==> config.mk <==
export PLATFORM = sky130hd
export DESIGN_NAME = jzjpcc_muldiv_sequencer
export DESIGN_NICKNAME = d
export VERILOG_FILES = /design/src/rtl/jzjpcc_muldiv_sequencer.sv
export SDC_FILE = /design/constraint.sdc
export NUM_CORES = 1
export LEC_CHECK = 0
export BUFFER_PORTS_ARGS = -buffer_cell sky130_fd_sc_hd__buf_2
export CAP_MARGIN = 20
export CORE_ASPECT_RATIO = 1.5
export CORE_MARGIN = 2
export CORE_UTILIZATION = 45
export CTS_BUF_LIST = sky130_fd_sc_hd__clkbuf_8
export DETAILED_ROUTE_END_ITERATION = 10
export PLACE_DENSITY_LB_ADDON = 0.05
export SYNTH_ARGS = -nofsm -noshare
export SYNTH_HDL_FRONTEND = slang
export SYNTH_SLANG_ARGS = --single-unit
==> constraint.sdc <==
create_clock -name clock -period 6.93 [get_ports clock]
set_input_delay 1.0395 -clock clock [delete_from_list [all_inputs] [get_ports clock]]
set_output_delay 1.0395 -clock clock [all_outputs]
set_load 0.02 [all_outputs]
==> src/rtl/jzjpcc_muldiv_sequencer.sv <==
// jzjpcc_muldiv_sequencer: iterative RV32M multiply/divide unit that stalls the front pipeline while it runs
module jzjpcc_muldiv_sequencer (
    input  logic        clock,
    input  logic        reset,
    input  logic        start,
    input  logic [2:0]  funct3,
    input  logic [31:0] rs1,
    input  logic [31:0] rs2,
    input  logic        flush,
    output logic        stall,
    output logic        busy,
    output logic        resultValid,
    output logic [31:0] result
);
    typedef enum logic [1:0] {IDLE, ITER, FIXUP, DONE} State;
    State state;
    logic [2:0]  op;
    logic [5:0]  count;
    logic [31:0] hi, lo, opnd;
    logic        negRes, negRem;
    logic        isSigned1, isSigned2, sign1, sign2, ge;
    logic [31:0] mag1, mag2, fixed;
    logic [32:0] sh, sum;
    logic [63:0] prod;
    always_comb begin
        isSigned1   = (funct3 == 3'b001) | (funct3 == 3'b010) | (funct3 == 3'b100) | (funct3 == 3'b110);
        isSigned2   = (funct3 == 3'b001) | (funct3 == 3'b100) | (funct3 == 3'b110);
        sign1       = isSigned1 & rs1[31];
        sign2       = isSigned2 & rs2[31];
        mag1        = sign1 ? -rs1 : rs1;
        mag2        = sign2 ? -rs2 : rs2;
        sh          = {hi, lo[31]};
        ge          = sh >= {1'b0, opnd};
        sum         = {1'b0, hi} + (lo[0] ? {1'b0, opnd} : 33'd0);
        prod        = negRes ? -{hi, lo} : {hi, lo};
        fixed       = ~op[2] ? ((op[1:0] == 2'b00) ? prod[31:0] : prod[63:32])
                    : ~op[1] ? (negRes ? -lo : lo)
                    : (negRem ? -hi : hi);
        stall       = (state == IDLE & start & ~flush) | (state == ITER) | (state == FIXUP);
        busy        = state != IDLE;
        resultValid = (state == DONE) & ~flush;
    end
    // hi holds product high word / remainder, lo holds multiplier / quotient, opnd the other magnitude
    always_ff @(posedge clock or posedge reset) begin
        if (reset) begin
            state  <= IDLE;
            op     <= 3'd0;
            count  <= 6'd0;
            hi     <= 32'd0;
            lo     <= 32'd0;
            opnd   <= 32'd0;
            negRes <= 1'b0;
            negRem <= 1'b0;
            result <= 32'd0;
        end else if (flush) begin
            state <= IDLE;
        end else begin
            case (state)
                IDLE: if (start) begin
                    op     <= funct3;
                    count  <= 6'd0;
                    negRes <= sign1 ^ sign2;
                    negRem <= sign1;
                    hi     <= 32'd0;
                    lo     <= funct3[2] ? mag1 : mag2;
                    opnd   <= funct3[2] ? mag2 : mag1;
                    if (funct3[2] && rs2 == 32'd0) begin
                        state  <= DONE;
                        result <= funct3[1] ? rs1 : 32'hFFFF_FFFF;
                    end else begin
                        state <= ITER;
                    end
                end
                ITER: begin
                    count <= count + 6'd1;
                    if (op[2]) begin
                        hi <= ge ? sh[31:0] - opnd : sh[31:0];
                        lo <= {lo[30:0], ge};
                    end else begin
                        hi <= sum[32:1];
                        lo <= {sum[0], lo[31:1]};
                    end
                    if (count == 6'd31) state <= FIXUP;
                end
                FIXUP: begin
                    result <= fixed;
                    state  <= DONE;
                end
                DONE: state <= IDLE;
            endcase
        end
    end
endmodule

Word-level counts from Yosys, hierarchy flattened. Index checks and enable logic that the tools add are counted.

Bitwise operators: 14. Eq/ne operators: 12. Reductions and logical operators: 11. $lt $le $gt $ge: 1. Add/subtract/negate cells: 8. Multiplexer cells: 29.

Operators with widths (number): two-way mux 32 bit (18); case mux 32 bit (2 select lines) (3); negation 32 bit (4); two-way mux 64 bit (1); negation 64 bit (1); adder 32 x 32 -> 33 bit (1); >= comparator 33 x 32 -> 1 bit (1); zero test 32 bit (1); subtractor 32 bit (1); case mux 6 bit (2 select lines) (1); two-way mux 2 bit (4); case mux 2 bit (4 select lines) (1); bitwise OR 1 bit (7); adder 6 x 1 -> 6 bit (second input constant) (1); equality test 3 bit (second input constant) (2); equality test 6 x 5 -> 1 bit (second input constant) (1); two-way mux 6 bit (1); AND reduction 3 bit (2); nonzero test 2 bit (3); bitwise AND 1 bit (5); equality test 2 bit (second input constant) (2); zero test 2 bit (2); AND reduction 4 bit (1); equality test 3 x 1 -> 1 bit (second input constant) (1); other kinds (10) (10).

Word-level logic and storage cells: 84. Input bits: 71. Bits in registers: 141. Output and inout bits: 35.

Logic depth before layout (Yosys ltp).
Word-level depth: 9. Mapped depth: 14.

Worst setup path after synthesis. OpenSTA, ideal clock, no wires.

Path type: register to register. Start point: reg hi[1]. End point: reg result[26]. Data required time: 6835 ps. Setup slack: 3306 ps. Arrival time: 3529 ps. Stages on the path, launching flop included: 14. Clock period less this slack: 3624 ps. Path through: dfrtp_1 clkbuf_1 inv_1 ha_1 or3b_4 or4b_4 or4b_4 buf_6 or3_4 or2_4 o21ai_2 xnor2_1 a21oi_1 o31ai_1.

Cells in the longest elaborated chain, start to end: 5.

RTL lines: start: declaration (RTL line 19) `logic [31:0] hi, lo, opnd;`; start signal: assignment (RTL line 77) `hi <= ge ? sh[31:0] - opnd : sh[31:0];`; start signal: assignment (RTL line 80) `hi <= sum[32:1];`; negation 64 bit / negation 32 bit (equally long branches) (RTL line 35, 38); two-way mux 64 bit / two-way mux 32 bit (equally long branches) (RTL line 35, 38); two-way mux 32 bit (on tied branches) (RTL line 36, 37); two-way mux 32 bit (*) (RTL line 36) `fixed = ~op[2] ? ((op[1:0] == 2'b00) ? prod[31:0] : prod[63:32])`; case mux 32 bit (2 select lines) (*) (RTL line 58) `case (state)`; end signal: assignment (RTL line 69) `result <= funct3[1] ? rs1 : 32'hFFFF_FFFF;`; end signal: assignment (RTL line 86) `result <= fixed;`; end: declaration (RTL line 13) `output logic [31:0] result`.

Mark *: on every way between the ends. The rest lies on a longest branch, timed or not. A chain may end at the register's enable or synchronous reset.

Worst setup path after layout.
Start point: in rs2[4]. End point: reg result[13].

Cells in the longest elaborated chain, start to end: 4.

RTL lines: start: declaration (RTL line 8) `input logic [31:0] rs2,`; zero test 32 bit (RTL line 67) `if (funct3[2] && rs2 == 32'd0) begin`; logical AND 1 bit (RTL line 67); != test 2 x 1 -> 1 bit (no line); AND reduction 4 bit (no line).

No other way between the ends.

==> results.sh <==
export IMPL_yosysSeqAreaShare_pct=24.0
export IMPL_root_buffer="clkbuf_8"
export IMPL_vias=14800
export IMPL_crit_slowest_cell="nor4_1"
export IMPL_hp_class="flip-flop to flip-flop"
export IMPL_clk_latency_ns=0.52
export IMPL_crit_required_ns=7.32
export IMPL_crit_arrival_ns=4.47
export IMPL_die_h_um=225
export IMPL_synth_edf_count=0
export IMPL_cts_max_level=4
export IMPL_rsz0062_at_grt="false"
export IMPL_initial_utilization_pct=45.4
export IMPL_nets=2110
export IMPL_drt_wl_total_um=53100
export IMPL_syn_to_final_growth_pct=7.57
export IMPL_crit_buf_inv=1
export IMPL_syn_inst=1954
export IMPL_final_core_util_pct=48.8
export IMPL_ys_types=77
export IMPL_end_kind="flip-flop"
export IMPL_cp_max_fo=11
export IMPL_post_cts_buffers=0
export IMPL_io_pins=106
export IMPL_cts_sinks=141
export IMPL_max_slew_margin_pct=30.6
export IMPL_cts_tree="done"
export IMPL_max_stage_delay_ns=0.60
export IMPL_yosysWarnings=0
export IMPL_cts_buffer_depth=2
export IMPL_finalClockSkew_ns=0.0134
export IMPL_crit_chain="buf_2, nor4_1, nand3_1, nand3b_1, nand4bb_1, a21oi_2, and2_1, o21ai_0, a211oi_1, nor3_1"
export IMPL_drtIter0Drc=886
export IMPL_netlist_area_mm2=0.0147
export IMPL_vias_per_cell=6.17
export IMPL_grt_max_degree=69
export IMPL_clk_pin_slew_ns=0.09
export IMPL_fin_area_mm2=0.0158
export IMPL_grt_total_usage_pct=31.3
export IMPL_die_x_um=152
export IMPL_async_flop_share_pct=100
export IMPL_timing_fmax_mhz=245
export IMPL_firstDrtPassIters=7
export IMPL_rows=81
export IMPL_layout_common_cells="nor2_1, nand2_1, a21oi_1"
export IMPL_setup_tns_ns=0
export IMPL_portBuffers=105
export IMPL_grt_overflow_total=0
export IMPL_rrSetupSlack_ns=2.87
export IMPL_setup_viol=0
export IMPL_path_delay_family="simple AND/OR/NAND/NOR gates"
export IMPL_cts_resized=0
export IMPL_synthFlopType="dfrtp_1"
export IMPL_post_route_min_period_ns=4.09
export IMPL_fin_hold_ws_ns=0.474
export IMPL_min_period_over_period_pct=59.0
export IMPL_ant_nets=0
export IMPL_worstRegToRegCells=8
export IMPL_grt_pass1_wl_um=81600
export IMPL_min_from="result[5]"
export IMPL_ir_drop_v=0.000190
export IMPL_layout_commonest_cell="nor2_1"
export IMPL_leakage_nw=6.90
export IMPL_cp_start_kind="input port"
export IMPL_die_area_mm2=0.0342
export IMPL_outcome="finished clean"
export IMPL_synth_fp_nets=2100
export IMPL_hold_violations=0
export IMPL_avgSynthCellArea_um2=7.53
export IMPL_regToRegEndpoint="result[8]"
export IMPL_cts_made_buffers=17
export IMPL_min_path_cells=2
export IMPL_max_cap_viol_count=0
export IMPL_power_density_mw_per_mm2=478
export IMPL_min_to="result[5]"
export IMPL_drive_gt1_share_pct=11.8
export IMPL_antenna_found_initial=1
export IMPL_hpwlAfterDp_um=40300
export IMPL_critical_path_class="input port to flip-flop"
export IMPL_gp_congestion=0.944
export IMPL_drt_drc_violations_left=0
export IMPL_synth_seq_cells=141
export IMPL_slew_violations=0
export IMPL_core_mm2=0.0324
export IMPL_avgRoutedWirePerCell_um=22.2
export IMPL_hold_buffers=0
export IMPL_r2r_start="lo[7]"
export IMPL_grt_pass1_vias=14100
export IMPL_power_mw=7.56
export IMPL_worst_pin_slew_ns=1.04
export IMPL_place_area_mm2=0.0154
-- worst max path at each step --
stage	start	endpoint	depth (start not counted)
after floorplan	reset	count[0]	1
after CTS	rs2[4]	result[13]	10
final	rs2[4]	result[13]	10
after detailed placement	rs2[4]	result[13]	10
after global routing	rs2[4]	result[13]	10
after global placement	rs2[4]	result[13]	10
-- layer usage --
| layer | up-vias | global-route usage, % | routed length, µm |
|---|---|---|---|
| li1 | 7067 | - | - |
| met5 | - | 0 | 0 |
| met4 | 0 | 15.6 | 2570 |
| met2 | 530 | 53.6 | 25800 |
| met3 | 119 | 2.85 | 2470 |
| met1 | 7053 | 39.2 | 22200 |
-- flip-flops by register name, summed over array words and instances, names as in the netlist --
name	flops
result	32
negRes	1
op	3
state	2
lo	32
opnd	32
negRem	1
count	6
hi	32
-- kinds of logic after synthesis --
group | count (synthesis) | share of synthesized area [%]
compound gates | 627 | 27.0
xor+xnor | 197 | 11.7
fa+ha+maj | 75 | 6.48
buf+inv | 206 | 5.45
flops | 141 | 24.0
mux | 62 | 4.53
simple gates | 646 | 20.8
-- stage by stage --
step / setup WS [ns] / instances
4_1_cts: 2.80 / 2392
5_1_grt: 2.43 / 2393
2_1_floorplan: 2.11 / 1954
3_3_place_gp: 2.47 / 2360
3_5_place_dp: 2.29 / 2360
6_report: 2.84 / 2393
-- report_power, final --
group          internal (mW)  leakage [nW]  switching [mW]
combinational           1.96          4.97            3.09
sequential              1.17          1.75           0.633
clock                  0.327         0.183           0.376
total                   3.46          6.90            4.10
-- worst register-to-register path: stages, from the launching register on --
cell and delay [ns]:
dfrtp_1 0.51, or4_1 0.67, nor4b_4 0.45, nand4_1 0.38, or3_1 0.74, o211ai_1 0.29, o31ai_1 0.09, a2111oi_0 0.69
a211o_1 0.17
-- area by class of cell --
class                      count  area [µm²]
fill                        3370       16600
timing repair buffer         131         723
sequential                   141        3530
clock buffer                  18         248
antenna                        1        2.50
multi-input combinational   1607       10400
inverter                      66         253
tap                          415         519
clock inverter                14         146
-- cells in the mapped netlist, types with 24 or more instances --
library cell / instances / area (µm²)
o21ai_0: 171 / 856
nor3_1: 59 / 295
ha_1: 73 / 913
a21o_1: 44 / 330
nand2_1: 194 / 728
mux2i_1: 25 / 250
nand3_1: 37 / 185
dfrtp_1: 141 / 3530
o31ai_1: 32 / 240
xnor2_1: 98 / 858
nor2_1: 198 / 743
inv_1: 66 / 248
mux2_2: 37 / 417
clkbuf_1: 119 / 447
or3_1: 29 / 181
xor2_1: 99 / 867
o221ai_1: 24 / 210
a21oi_1: 179 / 896
(Power assumes the default switching activity.)
